--- config.mk ---
export PLATFORM = sky130hd
export DESIGN_NAME = truth_table_monitor
export DESIGN_NICKNAME = d
export VERILOG_FILES = /design/src/rtl/truth_table_monitor.sv
export SDC_FILE = /design/constraint.sdc
export NUM_CORES = 1
export LEC_CHECK = 0
export ABC_CLOCK_PERIOD_IN_PS = 2440
export CAP_MARGIN = 20
export CORE_MARGIN = 2
export CORE_UTILIZATION = 45
export CTS_BUF_LIST = sky130_fd_sc_hd__clkbuf_4
export DETAILED_ROUTE_END_ITERATION = 12
export PLACE_DENSITY_LB_ADDON = 0.3
export SYNTH_ARGS = -nofsm -noshare
export SYNTH_HDL_FRONTEND = slang
export SYNTH_SLANG_ARGS = --single-unit
--- constraint.sdc ---
create_clock -name clk -period 2.44 [get_ports clk]
set_input_delay 0.244 -clock clk [delete_from_list [all_inputs] [get_ports clk]]
set_output_delay 0.244 -clock clk [all_outputs]
set_load 0.05 [all_outputs]
--- src/rtl/truth_table_monitor.sv ---
// Captures a 4-input truth table from sample strobes and grades it against EXPECTED; results register one edge after each sample.
// Never stalls: there is no ready, samples outside COLLECT or in a start cycle are dropped.
`timescale 1ns/1ps
module truth_table_monitor #(
    parameter logic [15:0] EXPECTED = 16'h6996,
    parameter int unsigned TIMEOUT  = 64
) (
    input  logic        clk,
    input  logic        rst,
    input  logic        start,
    input  logic        smp_valid,
    input  logic [3:0]  smp_vec,
    input  logic        smp_f,
    output logic [15:0] table_out,
    output logic [15:0] covered,
    output logic [4:0]  mismatch_cnt,
    output logic [3:0]  first_err_vec,
    output logic        first_err_valid,
    output logic        conflict,
    output logic        timeout,
    output logic        busy,
    output logic        done,
    output logic        pass
);

    typedef enum logic [1:0] {
        IDLE    = 2'd0,
        COLLECT = 2'd1,
        DONE    = 2'd2
    } state_t;

    localparam logic [15:0] TO = TIMEOUT[15:0];

    state_t      state;
    state_t      state_nxt;
    logic [15:0] idle_cnt;

    logic        accept;
    logic        is_new;
    logic        is_rep;
    logic        bad_new;
    logic [15:0] vec_onehot;
    logic [15:0] cov_nxt;
    logic        idle_hit;
    logic [15:0] idle_inc;

    assign accept     = (state == COLLECT) && smp_valid && !start;
    assign is_new     = accept && !covered[smp_vec];
    assign is_rep     = accept && covered[smp_vec];
    assign bad_new    = is_new && (smp_f != EXPECTED[smp_vec]);
    assign vec_onehot = 16'(1) << smp_vec;
    assign cov_nxt    = is_new ? (covered | vec_onehot) : covered;

    // Timeout fires on the idle cycle that brings the counter up to TO.
    assign idle_hit = (TO != 16'd0) && (state == COLLECT) && !is_new
                      && (idle_cnt >= TO - 16'd1);

    always_comb begin
        idle_inc = idle_cnt;
        if (TO == 16'd0) begin
            if (idle_cnt != 16'hFFFF) idle_inc = idle_cnt + 16'd1;
        end else if (idle_cnt < TO) begin
            idle_inc = idle_cnt + 16'd1;
        end
    end

    always_comb begin
        state_nxt = state;
        case (state)
            COLLECT: begin
                if (cov_nxt == 16'hFFFF) state_nxt = DONE;
                else if (idle_hit)       state_nxt = DONE;
            end
            default: state_nxt = state;
        endcase
        if (start) state_nxt = COLLECT;
    end

    always_ff @(posedge clk) begin
        if (rst) state <= IDLE;
        else     state <= state_nxt;
    end

    always_ff @(posedge clk) begin
        if (rst || start) begin
            table_out       <= 16'd0;
            covered         <= 16'd0;
            mismatch_cnt    <= 5'd0;
            first_err_vec   <= 4'd0;
            first_err_valid <= 1'b0;
            conflict        <= 1'b0;
            timeout         <= 1'b0;
            idle_cnt        <= 16'd0;
        end else if (state == COLLECT) begin
            if (is_new) begin
                table_out[smp_vec] <= smp_f;
                covered[smp_vec]   <= 1'b1;
                idle_cnt           <= 16'd0;
                if (bad_new) begin
                    mismatch_cnt <= mismatch_cnt + 5'd1;
                    if (!first_err_valid) begin
                        first_err_vec   <= smp_vec;
                        first_err_valid <= 1'b1;
                    end
                end
            end else begin
                idle_cnt <= idle_inc;
                if (idle_hit) timeout <= 1'b1;
            end
            // A repeat never rewrites the table; disagreement is only flagged.
            if (is_rep && (smp_f != table_out[smp_vec])) conflict <= 1'b1;
        end
    end

    assign busy = (state == COLLECT);
    assign done = (state == DONE);
    assign pass = done && (covered == 16'hFFFF) && (mismatch_cnt == 5'd0)
                  && !conflict && !timeout;

endmodule

==> results of run 1 <==
==> critical path, stage by stage (launching register included) <==
cell and delay [ps]:
dfxtp_1 360, buf_4 130, nor4b_1 420, nand4_1 200, nor4_2 320, buf_4 260
==> worst min path at each step <==
stage             endpoint  slack [ps]  cells after the start
6_report          state[0]         420                      2
5_1_grt           state[0]         410                      2
4_1_cts           state[0]         400                      2
3_5_place_dp   idle_cnt[6]         480                      2
3_3_place_gp   idle_cnt[4]         460                      2
2_1_floorplan     state[0]         310                      1
==> kinds of logic after synthesis <==
logic type      count (synthesis)  synth area share
simple gates                  146            0.2497
buf+inv                        32           0.05002
flops                          62            0.4034
xor+xnor                       13           0.03701
mux                            36            0.1566
fa+ha+maj                       7           0.02847
compound gates                 31           0.07483
==> flip-flops by register name, indices dropped and copies added, names as in the netlist <==
name             count
conflict             1
timeout              1
state                2
table_out           16
idle_cnt            16
covered             16
first_err_vec        4
first_err_valid      1
mismatch_cnt         5
==> area by class of cell <==
| class | count | area, sq um |
|---|---|---|
| fillers | 565 | 2577 |
| clock inverters | 5 | 50.05 |
| well taps | 80 | 100.1 |
| clock buffers | 11 | 82.58 |
| flip-flops and latches | 62 | 1241 |
| multi-input cells | 233 | 1697 |
| repair buffers | 106 | 933.4 |
| inverters | 10 | 37.54 |
==> power groups by stage <==
| stage | sequential (mW) | combinational (mW) | clock [mW] |
|---|---|---|---|
| 2_1_floorplan | 1.05 | 0.109 | 0 |
| 3_3_place_gp | 1.04 | 0.190 | 0 |
| 3_5_place_dp | 1.04 | 0.190 | 0 |
| 4_1_cts | 1.02 | 0.192 | 0.717 |
| 5_1_grt | 1.02 | 0.207 | 0.759 |
| 6_report | 1.02 | 0.194 | 0.698 |
==> repair_timing <==
item                                   CTS  global route
setup buffers                            0             0
gates resized for setup                  0             3
setup endpoints to repair                0            11
endpoints found under the hold margin    0             0
==> routing by layer <==
metal | GRT usage | up-vias
met5 | 0 | -
li1 | - | 1355
met4 | 0.08097 | 0
met1 | 0.2994 | 1354
met2 | 0.3643 | 100
met3 | 0.07143 | 13
==> synth_stat cells, drive strengths merged, types with 2 or more instances <==
library cell | count | area, sq um
mux4 | 9 | 210.2
nand2 | 15 | 56.30
nor4 | 4 | 40.04
mux2i | 26 | 260.3
clkbuf | 12 | 45.04
nor2b | 3 | 18.77
nor2 | 72 | 270.3
and4 | 3 | 26.28
dfxtp | 62 | 1241
ha | 7 | 87.58
or2 | 3 | 18.77
and2 | 3 | 18.77
or4 | 2 | 15.01
xor2 | 9 | 78.83
nand3 | 7 | 35.03
xnor2 | 4 | 35.03
and3 | 9 | 56.30
inv | 10 | 37.54
o21a | 3 | 22.52
buf | 10 | 71.32
nor4b | 5 | 71.32
nor3 | 2 | 15.01
a31oi | 6 | 37.54
a41oi | 8 | 70.07
nand4 | 13 | 81.33
a21oi | 8 | 40.04
nand2b | 2 | 15.02
==> per-stage QoR <==
stage                     cells  cell area, sq um  worst slack, ps
after floorplan             327              3083            77.72
after global placement      491              3998           -357.8
after detailed placement    491              3998           -415.2
after CTS                   507              4130            15.49
after global routing        507              4141           0.4681
final                       507              4141            108.0
==> results.md, run 1 <==
- Die Span X: 86.69 microns
- Status: finished clean
- Area Growth Syn to Fin: 34.61%
- Clock power frac: 0.365
- Hold_sp: rst
- CP Launch Type: flip-flop
- Max Fclk: around 430 MHz
- Total of max-cap violations: 0
- R2R cell count: 7
- CTS clk-pin slew, worst paths: roughly 100 ps
- Total CTS buffers: 9
- Sw power: 0.4846 mW
- Routed wl met2: between 3000 and 4000 microns
- Power density cells: 461.4 nW/um^2
- Seq/Total Area, Yosys: 0.4034
- Rows: 30
- Hold Path Class: in2reg
- Initial Utilization: 0.4579
- Die height: 86.69 microns
- Min cycle time layout: about 2300 ps
- Crit path to: pass
- Worst R2R Setup Slack: approximately 210 ps
- Worst setup startpoint: covered[15]
- Reg2Reg Launch Point: covered[0]
- Placer's final routability congestion estimate: between 0.9 and 1
- Die area: 7514 sq um
- Yosys synthesis warning count: 0
- Period utilisation layout: 0.9557
- Dominant synthesized flop cell: dfxtp_1
- Layout cells sized above 1: 0.2061
- Vias in the first global route: between 2000 and 3000
- Internal power: 1.426 mW
- Met1 WL: roughly 3700 microns
- Root Driver: clkbuf_4
- Total Negative Setup Slacks: 0 ps
- Core Util, Final: 0.6164
- Leakage: about 1.7 nW
- Synthesized area per cell: approximately 9.4 sq um
- Hold Violations, Final: 0
- Sw frac: 0.2536
- Ant. Diodes: 0
- Commonest cells after routing, fill and taps aside: 72 x nor2_1, 62 x dfxtp_1, 53 x clkdlybuf4s50_1, 52 x buf_4, 26 x mux2i_1
- Post-synthesis async set-or-reset flop share: 0
- Worst ir drop on vdd: 337.4 uV
- Via-to-Cell Ratio: 5.566
- Nets: between 400 and 500
- Largest net degree at the start of global routing: 27
- Dpl hpwl: between 6000 and 7000 microns
- Tightest Pin Transition: 553.2 ps
- GRT Total Usage: 0.2309
- Final WL: around 8200 microns
- Slew margin rel.: 0.6300
- Initial antenna violation count: 0
- Antenna Nets Post-Route: 0
- Wire length on met3: ~550 microns
- Cells after Synth: 327
- Yosys cell types: 45
- Final setup viols: 0
- Top Layer Used: met4
- FF+latch count, synth: a little over 60
- CP arrival: 2090 ps
- Worst skew pair latency: approximately 400 ps
- End of the worst register-to-register path: state[0]
- Max H-tree Level: 3
- Crit Path Max Fanout: 3
- EDFF count, synth: 0
- Setup CP Type: reg2out
- Most common cell after layout, fill and taps aside: nor2_1
- DR iter-0 viols: roughly 170
- Reg power frac: 0.533
- First-pass GRT wire length: 13350 microns
- Syn_nets: 343
- Via count: approximately 2800
- CP Data Required Time: between 2000 and 2500 ps
- DRC Markers: 0
- Hold Buf Count CTS: 0
- Mapped cell area: roughly 3100 sq um
- Buffers added on ports: 55
- Core ar.: ~6700 sq um
- RSZ-0062 raised after global routing: no
- GRT overflow: 0
- Comb power frac: 0.101
- Crit end category: primary output
- Longest Clk Path Bufs: 2
- Design Power: 1.911 mW
- WL/cell: approximately 16 microns
- CTS tree: built
- # IOs: 56
- Final hold slack: between 400 and 500 ps
- Skew final: approximately 9.7 ps
- Clock Sinks: 62
- TritonRoute pass-1 iters: 5
- Max-slew violation count: 0
(Power assumes the default switching activity.)
==> run 2, diff against run 1 <==
- SLEW_MARGIN: not set -> 5
==> results of run 2 <==
No change in the layout: final DEF, timing and power equal those of run 1.
